**src/rtl/plic_reg_arbiter.sv**
```systemverilog
// Round-robin sequencer sharing the PLIC register port among NUM_REQ requesters,
// with local rejection of out-of-window accesses and a BUSY timeout.
module plic_reg_arbiter #(
  parameter int unsigned           NUM_REQ        = 2,
  parameter int unsigned           ADDR_WIDTH     = 32,
  parameter int unsigned           DATA_WIDTH     = 32,
  parameter logic [ADDR_WIDTH-1:0] BASE_ADDR      = 'h0400_0000,
  parameter logic [ADDR_WIDTH-1:0] WINDOW_SIZE    = 'h0400_0000,
  parameter int unsigned           TIMEOUT_CYCLES = 256
) (
  input  logic                               clk_i,
  input  logic                               rst_ni,
  input  logic [NUM_REQ-1:0]                 req_valid_i,
  input  logic [NUM_REQ-1:0]                 req_write_i,
  input  logic [NUM_REQ*ADDR_WIDTH-1:0]      req_addr_i,
  input  logic [NUM_REQ*DATA_WIDTH-1:0]      req_wdata_i,
  input  logic [NUM_REQ*(DATA_WIDTH/8)-1:0]  req_wstrb_i,
  output logic [NUM_REQ-1:0]                 rsp_ready_o,
  output logic [DATA_WIDTH-1:0]              rsp_rdata_o,
  output logic                               rsp_error_o,
  output logic                               m_valid_o,
  output logic                               m_write_o,
  output logic [ADDR_WIDTH-1:0]              m_addr_o,
  output logic [DATA_WIDTH-1:0]              m_wdata_o,
  output logic [DATA_WIDTH/8-1:0]            m_wstrb_o,
  input  logic [DATA_WIDTH-1:0]              m_rdata_i,
  input  logic                               m_error_i,
  input  logic                               m_ready_i,
  output logic [NUM_REQ-1:0]                 grant_o,
  output logic                               busy_o,
  output logic                               timeout_o
);

  localparam int unsigned SW = DATA_WIDTH / 8;
  localparam int unsigned PW = (NUM_REQ > 1) ? $clog2(NUM_REQ) : 1;
  localparam int unsigned CW = (TIMEOUT_CYCLES > 1) ? $clog2(TIMEOUT_CYCLES) : 1;
  localparam logic [CW-1:0] CNT_LAST = CW'(TIMEOUT_CYCLES - 1);
  localparam logic [PW-1:0] LAST_IDX = PW'(NUM_REQ - 1);

  typedef enum logic [1:0] {IDLE, BUSY, LOCAL_ERR} state_t;

  state_t              state;
  logic [PW-1:0]       ptr;
  logic [PW-1:0]       owner;
  logic [PW-1:0]       win;
  logic [PW-1:0]       next_ptr;
  logic [NUM_REQ-1:0]  win_onehot;
  logic [NUM_REQ-1:0]  grant;
  logic [CW-1:0]       cnt;
  logic                found;
  int unsigned         idx;
  logic                sel_write;
  logic [ADDR_WIDTH-1:0] sel_addr;
  logic [DATA_WIDTH-1:0] sel_wdata;
  logic [SW-1:0]       sel_wstrb;
  logic                sel_in_window;
  logic                tmo_hit;

  // Rotating search: first asserted valid at or after ptr, modulo NUM_REQ.
  always_comb begin
    found      = 1'b0;
    win        = '0;
    idx        = 0;
    win_onehot = '0;
    for (int unsigned i = 0; i < NUM_REQ; i++) begin
      idx = (32'(ptr) + i) % NUM_REQ;
      if (!found && req_valid_i[idx[PW-1:0]]) begin
        found = 1'b1;
        win   = idx[PW-1:0];
      end
    end
    win_onehot[win] = 1'b1;
    sel_write     = req_write_i[win];
    sel_addr      = req_addr_i[win*ADDR_WIDTH +: ADDR_WIDTH];
    sel_wdata     = req_wdata_i[win*DATA_WIDTH +: DATA_WIDTH];
    sel_wstrb     = req_wstrb_i[win*SW +: SW];
    sel_in_window = (sel_addr >= BASE_ADDR) && ((sel_addr - BASE_ADDR) < WINDOW_SIZE);
  end

  assign next_ptr = (owner == LAST_IDX) ? '0 : owner + 1'b1;
  assign tmo_hit  = (state == BUSY) && !m_ready_i && (cnt == CNT_LAST);

  assign m_valid_o = (state == BUSY);
  assign busy_o    = (state != IDLE);
  assign grant_o   = grant;

  // Response path is combinational so a zero-wait slave completes in its first BUSY cycle.
  always_comb begin
    rsp_ready_o = '0;
    rsp_rdata_o = '0;
    rsp_error_o = 1'b0;
    timeout_o   = 1'b0;
    case (state)
      BUSY: begin
        if (m_ready_i) begin
          rsp_ready_o = grant;
          rsp_rdata_o = m_rdata_i;
          rsp_error_o = m_error_i;
        end else if (tmo_hit) begin
          rsp_ready_o = grant;
          rsp_error_o = 1'b1;
          timeout_o   = 1'b1;
        end
      end
      LOCAL_ERR: begin
        rsp_ready_o = grant;
        rsp_error_o = 1'b1;
      end
      default: ;
    endcase
  end

  always_ff @(posedge clk_i or negedge rst_ni) begin
    if (!rst_ni) begin
      state     <= IDLE;
      ptr       <= '0;
      owner     <= '0;
      grant     <= '0;
      cnt       <= '0;
      m_write_o <= 1'b0;
      m_addr_o  <= '0;
      m_wdata_o <= '0;
      m_wstrb_o <= '0;
    end else begin
      case (state)
        IDLE: begin
          cnt <= '0;
          if (found) begin
            grant     <= win_onehot;
            owner     <= win;
            m_write_o <= sel_write;
            m_addr_o  <= sel_addr - BASE_ADDR;
            m_wdata_o <= sel_wdata;
            m_wstrb_o <= sel_wstrb;
            state     <= sel_in_window ? BUSY : LOCAL_ERR;
          end
        end
        BUSY: begin
          if (m_ready_i || (cnt == CNT_LAST)) begin
            state <= IDLE;
            grant <= '0;
            ptr   <= next_ptr;
          end else begin
            cnt <= cnt + 1'b1;
          end
        end
        LOCAL_ERR: begin
          state <= IDLE;
          grant <= '0;
          ptr   <= next_ptr;
        end
        default: state <= IDLE;
      endcase
    end
  end

endmodule

```
**config.mk**
```make
export PLATFORM = sky130hd
export DESIGN_NAME = plic_reg_arbiter
export DESIGN_NICKNAME = d
export VERILOG_FILES = /design/src/rtl/plic_reg_arbiter.sv
export SDC_FILE = /design/constraint.sdc
export NUM_CORES = 1
export LEC_CHECK = 0
export BUFFER_PORTS_ARGS = -buffer_cell sky130_fd_sc_hd__buf_2
export CAP_MARGIN = 20
export CORE_ASPECT_RATIO = 0.7
export CORE_UTILIZATION = 39
export CTS_CLUSTER_DIAMETER = 200
export DETAILED_ROUTE_END_ITERATION = 7
export HOLD_SLACK_MARGIN = 0.1
export PLACE_DENSITY = 0.89
export SLEW_MARGIN = 20
export SYNTH_ARGS = -nofsm -noshare
export SYNTH_HDL_FRONTEND = slang
export SYNTH_SLANG_ARGS = --single-unit
```
**constraint.sdc**
```tcl
create_clock -name clk_i -period 1.9 [get_ports clk_i]
set_input_delay 0.095 -clock clk_i [delete_from_list [all_inputs] [get_ports clk_i]]
set_output_delay 0.095 -clock clk_i [all_outputs]
set_load 0.05 [all_outputs]
```
After elaboration in Yosys (flattened, before gate mapping)
Index checks and enable logic that the tools add are counted.
{"block": "word_totals", "reg_bits": 83, "latchBits": 0, "mem_bits_rw": 0, "romBits": 0, "input_bits": 176, "output_inout_bits": 109, "wordCells": 79, "memories": 0}
{"block": "classes", "n_addsub": 4, "n_mul": 0, "div_mod_pow": 0, "n_lt_le_gt_ge": 6, "n_eq_ne": 6, "shifts": 3, "mux": 33, "bitwise": 0, "reduce_logical": 18}
{"operator": "variable part select 64 x 7 -> 32 bit", "n": 2}
{"operator": "2-to-1 mux 32 bit", "n": 2}
{"operator": "greater-or-equal comparator 32 x 27 -> 1 bit, second input constant", "n": 1}
{"operator": "< comparator 32 x 27 -> 1 bit, second input constant", "n": 1}
{"operator": "subtractor 32 x 27 -> 32 bit, second input constant", "n": 1}
{"operator": "2-to-1 mux 1 bit", "n": 17}
{"operator": "one-hot mux 8 bit (2 select lines)", "n": 1}
{"operator": "2-to-1 mux 2 bit", "n": 6}
{"operator": "adder 8 x 1 -> 8 bit, second input constant", "n": 1}
{"operator": "equality test 8 bit, second input constant", "n": 1}
{"operator": "2-to-1 mux 8 bit", "n": 1}
{"operator": "one-hot mux 2 bit (2 select lines)", "n": 2}
{"operator": "AND reduction 2 bit", "n": 4}
{"operator": "variable part select 8 x 4 -> 4 bit", "n": 1}
{"operator": "< comparator 1 x 2 -> 1 bit, second input constant", "n": 3}
{"operator": "one-hot mux 2 bit (3 select lines)", "n": 1}
{"operator": "nonzero test 2 bit", "n": 3}
{"operator": "logical AND 1 bit", "n": 5}
{"operator": "inequality test 2 bit, second input constant", "n": 2}
{"operator": "one-hot mux 1 bit (2 select lines)", "n": 2}
{"operator": "AND reduction 3 bit", "n": 1}
{"operator": "nonzero test 3 bit", "n": 1}
{"operator": "adder 1 bit, second input constant", "n": 2}
{"operator": "equality test 2 x 1 -> 1 bit, second input constant", "n": 1}
{"operator": "7 further kinds", "n": 8}

Longest topological paths before layout
Gate-level depths: netlist of the first run.
{"block": "logic_depth", "depth_word": 13, "mapped_depth": 11, "ltp_nobuf": 9}

Least setup slack after synthesis of the first run
No wires, ideal clock.
{"block": "synth_path", "path_type": "register to output", "start": "reg state[1]", "end": "out timeout_o", "arrival_ns": 1.918, "t_required_ns": 1.805, "slack_ns": -0.113, "path_stages_with_launch": 5, "n_path_buf": 0, "cell_sequence": "dfrtp_1 > inv_1 > ha_1 > nand2b_1 > nor2_1"}
{"block": "synth_between", "elab_chain_cells": 6}
{"element": "start, declared", "line": "42", "text": "state_t state;"}
{"element": "start signal, assigned", "line": "135", "text": "state <= sel_in_window ? BUSY : LOCAL_ERR;"}
{"element": "equality test 2 x 1 -> 1 bit *"}
{"element": "net m_valid_o", "line": "21", "text": "output logic m_valid_o,"}
{"element": "logical AND 1 bit (2 in a row)", "line": "81", "text": "assign tmo_hit = (state == BUSY) && !m_ready_i && (cnt == CNT_LAST);"}
{"element": "2-to-1 mux 1 bit", "line": "99", "text": "end else if (tmo_hit) begin"}
{"element": "2-to-1 mux 1 bit", "line": "95", "text": "if (m_ready_i) begin"}
{"element": "2-to-1 mux 1 bit *", "line": "93", "text": "case (state)"}
{"element": "end, declared", "line": "31", "text": "output logic timeout_o"}
The timed path passes the listed nets; every way through them passes the cells marked *.

Final worst setup path of the first run
{"block": "layout_path", "start": "reg cnt[0]", "end": "out rsp_error_o"}
{"block": "layout_between", "elab_chain_cells": 5}
{"element": "start, declared", "line": "49", "text": "logic [CW-1:0] cnt;"}
{"element": "start signal, assigned", "line": "144", "text": "cnt <= cnt + 1'b1;"}
{"element": "equality test 8 bit", "line": "81"}
{"element": "logical AND 1 bit", "line": "81"}
{"element": "2-to-1 mux 1 bit", "line": "99"}
{"element": "2-to-1 mux 1 bit", "line": "95"}
{"element": "one-hot mux 1 bit (2 select lines)", "line": "93"}
{"element": "end, declared", "line": "20", "text": "output logic rsp_error_o,"}
No other way between the ends.

==> reports/results.ini, run 1 <==
[outcome]
status = complete, but fails checks
violations = setup timing

[cells_and_area]
drive_gt1_share_pct = 40.0
stdcell_area_mm2 = 0.00748
instances_no_fill = 1003
area.growth.synth_to_final_pct = 67.7
antenna_cells = 0
fill_cells = 852
final_net_count = 1027

[drt]
routed_wirelength_mm = 15.8
vias_per_cell = 4.93
wire_per_inst_um = 15.8
vias = 4947
drt_iter0_markers = 163
drc = 0
dr.pass1.iters = 4
antenna_left = 0

[logic_synthesis]
synth_seq_cells = 83
synth-main-ff-cell = dfrtp_1
ys_warn_count = 0
syn-num-nets = 637
yosysTopAreaCellShare_pct = 46.6
synth-edff-count = 0
seq_area_frac_synth_pct = 46.6
ys_async_sr_fraction_pct = 100
ys_types = 43
synthesis.area_mm2 = 0.00446
synth_top_area_cell = dfrtp_1
ys_top_cells_by_area = dfrtp_1 (47%), mux2i_1 (15%), o21ai_0 (8.1%)
synthCells = 456
syn_avg_cell_area_um2 = 9.78

[power]
pwr-share-seq_pct = 29.5
power_uw = 9370
p_leak_uw = 0.00405
vdd_drop_max_mv = 0.869
switching_share_pct = 49.0
power.internal_uw = 4780
p_switching_uw = 4590
p_comb_share_pct = 51.8
powerDensity_mw_per_mm2 = 1250
pwr-share-clk_pct = 18.7

[clock_tree]
clk_path_buf_depth = 2
cts_tree = built
h-tree-depth = 3
clock_latency_ns = 0.33
root_buffer = clkbuf_16
clk_pin_slew_ns = 0.06
cts_buffers = 9
cts.sinks = 83

[timing]
slew_viol_final = 0
setup_viol = 3
tightest_slew_ns = 0.558
slew_headroom_pct = 62.8
finalHoldViolations = 0
fmax_mhz = 505
finalCritPeriodShare_pct = 104
fin_worst_skew_ns = 0.00355
setup_slack_ns = -0.0810
rsz0062_at_grt = yes
fin_hold_ws_ns = 0.101
period_minus_slack_ns = 1.98

[die]
io_pins = 285
coreArea_mm2 = 0.0111
die_width_um = 130
num_rows = 32
dieArea_mm2 = 0.0119
initial_utilization_pct = 40.2
dieHeight_um = 91.5

[setup_path]
crit_type = register to output pin
cp.arrival_ns = 1.89
cp_num_buf_inv = 1
crit_path_start_kind = register
cp_slowest_cell = dfrtp_1
path_cells = ha_2 -> and4_4 -> a41o_1 -> a21oi_2 -> nor2b_2 -> a21boi_2 -> buf_6
critical_path.top_delay_family = compound AO/OA/AOI/OAI gates
worst_ep_required_time_ns = 1.80
critPathMaxStageDelay_ns = 0.36
crit_fanout = 3
end_kind = output pin

[flow_run]
cap_violations = 0

[place]
dpl.hpwl_mm = 9.72
dp.cells = 871
portBuffers = 284
placed_cell_area_mm2 = 0.00598
place_congestion = 0.832

[global_route]
gr-total-overflow = 0
track_usage_pct = 26.6
grt_max_degree = 55
antenna_found_initial = 0
grt_first_pass_wirelength_mm = 24.4
grt_pass1_vias = 4996

[worst_hold_path]
hold_class = input port to register

==> cells in the final DEF (no fill, tap or decap), drive strengths merged, types with 2 or more instances in the layout <==
master / count
buf: 304
and2: 4
nor3: 4
dlygate4sd3: 108
ha: 5
a31oi: 2
mux2i: 69
nand4: 3
o31ai: 4
a211oi: 3
nand3: 10
clkbuf: 11
and3: 32
nand4b: 2
nand2: 82
a21oi: 6
dfrtp: 83
o21ai: 78
nor2: 12
a22oi: 2
nand2b: 5
inv: 4
a41o: 2
clkinvlp: 2
==> layer usage <==
metal / routed length [um] / global-route usage, % / share of wire, %
met2: 7810 / 44.9 / 49
met4: 524 / 10.8 / 3.3
met1: 6470 / 32.0 / 41
met5: 0 / 0 / 0
met3: 1030 / 6.95 / 6.5
==> registers in the layout, summed over array words and instances, names as in the netlist, 2 cells and up <==
signal     flops
m_wdata_o     32
state          2
grant_o        2
cnt            8
m_addr_o      32
m_wstrb_o      4
==> cells in the mapped netlist, drive strengths merged (2+ instances only) <==
cell    count
clkbuf     17
a41o        2
o21ai      78
inv         4
nor2       12
nand2b      5
a31oi       2
ha          5
o31ai       4
mux2i      69
a22oi       2
dfrtp      83
and3       32
nand2      82
and2        4
nand4b      2
a21oi       6
nand3      10
nor3        4
buf        16
nand4       3
a211oi      3
==> per-stage QoR <==
stage	TNS (ns)	utilization [%]	worst slack, ns
floorplan	-0.0130	-	-0.0130
global placement	0	53.9	0.110
detailed placement	0	53.9	0.0154
CTS	-0.0785	67.0	-0.0536
global route	-0.436	67.4	-0.152
finish	-0.161	67.4	-0.0810
==> area by class of cell <==
cell class              count  area, um^2  area share, %
clock buffers              11         253           3.38
clock inverters             4        50.0          0.669
inverters                   4        15.0          0.201
multi-input cells         336        2180           29.2
flip-flops and latches     83        2080           27.8
well taps                 153         191           2.56
repair buffers            412        2710           36.2
==> what timing repair did <==
action | CTS | global route
pin swaps | 3 | 5
hold buffers | 108 | 0
endpoints found under the hold margin | 98 | 0
gates cloned | 0 | 0
gates resized for setup | 12 | 2
buffers inserted | 4 | 5
endpoints found under the setup margin | 3 | 8
==> power by group through the flow <==
stage                     Clock (uW)  Combinational, uW  Sequential (uW)
after detailed placement           0               4590             2770
after floorplan                    0               1230             4960
after global placement             0               4500             2740
after global routing            1880               5140             2840
final                           1750               4850             2770
after CTS                       1800               4770             2750
==> kinds of logic (layout without fill, tap and decap cells) <==
group | count (synthesis) | in the layout | share of synthesized area (%)
buffers and inverters | 37 | 431 | 5.47
DFF | 83 | 83 | 46.6
xor gates and xnor gates | 2 | 2 | 0.393
adders and majority gates | 5 | 5 | 1.40
AOI/OAI and AO/OA | 103 | 103 | 13.7
muxes | 70 | 70 | 15.7
and+or+nand+nor | 156 | 156 | 16.7
==> path summary, 6_finish.rpt <==
path	start	end	slack, ns	cells after the start
max	cnt[0]	rsp_error_o	-0.08	7
min	req_wdata_i[4]	m_wdata_o[4]	0.10	3
max reg2reg	ptr	state[0]	0.06	9
min reg2reg	m_wdata_o[10]	m_wdata_o[10]	0.47	2
max in group asynchronous	rst_ni	cnt[7]	0.94	3
min in group asynchronous	rst_ni	m_wdata_o[0]	0.33	2
==> worst register-to-register path, cell delays in order (launching register included) <==
cell and delay, ns:
dfrtp_1 0.38, nand2b_4 0.15, nand2_4 0.09, mux2i_2 0.24, ha_2 0.26, inv_2 0.06
nand2_2 0.07, a21oi_2 0.06, a211oi_2 0.27, a22o_1 0.20
No activity file was read; power rests on OpenSTA's default activity.
==> run 2: changes to the inputs <==
Settings changed: PLACE_DENSITY 0.89 to 0.82.
==> run 2 against run 1 <==
  * The flow still finishes with violations (setup timing)
  * Clock skew rose by 0.0083 ns
  * Clock-buffer cell count fell by 1
  * Utilization rose by 0.41 points
  * Register-to-register slack barely moved
  * Worst setup slack improved by 0.055 ns
  * Die area did not move
  * Final cell count rose by 0.40%
==> reports/results.ini, run 2 (synthesis gave the netlist of run 1 again) <==
[outcome]
status = complete, but fails checks  ; unchanged
violations = setup timing  ; unchanged

[die]
coreArea_mm2 = 0.0111  ; unchanged
dieHeight_um = 91.5  ; unchanged
dieArea_mm2 = 0.0119  ; unchanged
num_rows = 32  ; unchanged
io_pins = 285  ; unchanged
initial_utilization_pct = 40.2  ; unchanged
die_width_um = 130  ; unchanged

[drt]
vias_per_cell = 4.93  ; about the same
drc = 0  ; unchanged
antenna_left = 0  ; unchanged
vias = 4967  ; was 4,947
wire_per_inst_um = 15.8  ; about the same
drt_iter0_markers = 219  ; was 163
routed_wirelength_mm = 15.9  ; was 15.8 mm
dr.pass1.iters = 4  ; unchanged

[clock_tree]
cts_tree = built  ; unchanged
clock_latency_ns = 0.33  ; about the same
clk_pin_slew_ns = 0.06  ; about the same
clk_path_buf_depth = 2  ; unchanged
h-tree-depth = 3  ; unchanged
cts.sinks = 83  ; unchanged
cts_buffers = 9  ; unchanged
root_buffer = clkbuf_16  ; unchanged

[timing]
fin_worst_skew_ns = 0.0119  ; was 0.00355 ns
slew_headroom_pct = 58.5  ; was 62.8%
finalHoldViolations = 0  ; unchanged
rsz0062_at_grt = yes  ; unchanged
finalCritPeriodShare_pct = 101  ; was 104%
setup_slack_ns = -0.0256  ; was -0.0810 ns
setup_viol = 1  ; was 3
fmax_mhz = 519  ; was 505 MHz
fin_hold_ws_ns = 0.101  ; about the same
tightest_slew_ns = 0.620  ; was 0.558 ns
period_minus_slack_ns = 1.93  ; was 1.98 ns
slew_viol_final = 0  ; unchanged

[setup_path]
crit_type = register to output pin  ; unchanged
cp.arrival_ns = 1.83  ; was 1.89 ns
rr_worst_depth = 9  ; unchanged
ff2ff_setup_slack_ns = 0.07  ; was 0.06 ns
worst_ep_required_time_ns = 1.80  ; about the same
crit_fanout = 3  ; unchanged
crit_path_start_kind = register  ; unchanged
end_kind = output pin  ; unchanged

[cells_and_area]
drive_gt1_share_pct = 39.2  ; was 40.0%
largest_registers = m_addr_o: 32 flops, m_wdata_o: 32 flops, cnt: 8 flops  ; unchanged
fill_cells = 813  ; was 852
layout_common_cells = buf_2 (279), dlygate4sd3_1 (115), dfrtp_1 (83), nand2_1 (81), o21ai_0 (72)  ; was buf_2 (280), dlygate4sd3_1 (108), dfrtp_1 (83), nand2_1 (80), o21ai_0 (72)
final_net_count = 1030  ; was 1,027
area.growth.synth_to_final_pct = 68.7  ; was 67.7%
final_common_cell = buf_2  ; unchanged

[global_route]
grt_first_pass_wirelength_mm = 24.0  ; was 24.4 mm
antenna_found_initial = 1  ; was 0
grt_max_degree = 76  ; was 55
grt_pass1_vias = 4954  ; was 4,996
gr-total-overflow = 0  ; unchanged
track_usage_pct = 26.1  ; was 26.6%

[place]
portBuffers = 284  ; unchanged
place_congestion = 0.808  ; was 0.832
dpl.hpwl_mm = 9.22  ; was 9.72 mm

[flow_run]
cap_violations = 0  ; unchanged

[power]
p_leak_uw = 0.00406  ; was 0.00405 uW
powerDensity_mw_per_mm2 = 1220  ; was 1250 mW/mm^2
power_uw = 9210  ; was 9370 uW
vdd_drop_max_mv = 0.772  ; was 0.869 mV

[worst_hold_path]
hold_path_depth = 3  ; unchanged
hold_class = input port to register  ; unchanged

## run 2: per-stage QoR
step	std cells	instance area (um^2)	setup TNS [ns]	util (%)	setup slack, ns
after detailed placement	871	5990	0	54.1	0.0547
after global routing	1007	7520	-1.43	67.8	-0.120
after floorplan	456	4490	-0.0130	-	-0.0130
final	1007	7520	-0.0256	67.8	-0.0256
after global placement	871	5990	0	54.1	0.0871
after CTS	1004	7470	-0.0472	67.3	-0.0472
## run 2: repair_timing
item / 4_1_cts / 5_1_grt
hold buffers: 115 / 0
resized for setup: 10 / 3
endpoints found under the setup margin: 4 / 39
pin swaps: 4 / 3
setup buffers: 3 / 1
hold endpoints to repair: 93 / 0
gates cloned: 0 / 1
## run 2: cell type report
cell class | instances | area (um^2) | share of cell area (%)
diodes | 1 | 2.50 | 0.0333
clock buffers | 10 | 239 | 3.18
clock inverters | 5 | 30.0 | 0.399
inverters | 4 | 15.0 | 0.200
multi-input cells | 336 | 2190 | 29.1
flip-flops and latches | 83 | 2080 | 27.6
well taps | 153 | 191 | 2.54
repair buffers | 415 | 2780 | 36.9
## run 2: where the power goes
part | total, uW | switching (uW) | internal, uW | leakage, uW
logic | 4860 | 3560 | 1300 | 0.00290
clock network | 1570 | 667 | 905 | 0.000130
registers | 2770 | 363 | 2410 | 0.00103
## run 2: worst max-delay path: stages, from the launching register on
cell	delay [ns]
dfrtp_1	0.35
ha_2	0.18
and4_4	0.21
a41o_1	0.18
a21oi_2	0.06
nor2b_2	0.16
a21boi_2	0.20
buf_6	0.17
## run 2: path summary, 6_finish.rpt
path | from | to
setup / recovery | cnt[1] | rsp_error_o
hold / removal | req_wstrb_i[5] | m_wstrb_o[1]
setup reg to reg | ptr | state[1]
hold reg to reg | owner | ptr
max in group asynchronous | rst_ni | m_addr_o[10]
min in group asynchronous | rst_ni | m_wdata_o[2]
## run 2: routing by layer
| layer | share of wire [%] | GRT usage [%] | wire (um) |
|---|---|---|---|
| met2 | 47 | 43.2 | 7490 |
| met5 | 0 | 0 | 0 |
| met1 | 41 | 31.1 | 6520 |
| met4 | 3.3 | 10.8 | 527 |
| met3 | 8.4 | 8.49 | 1340 |
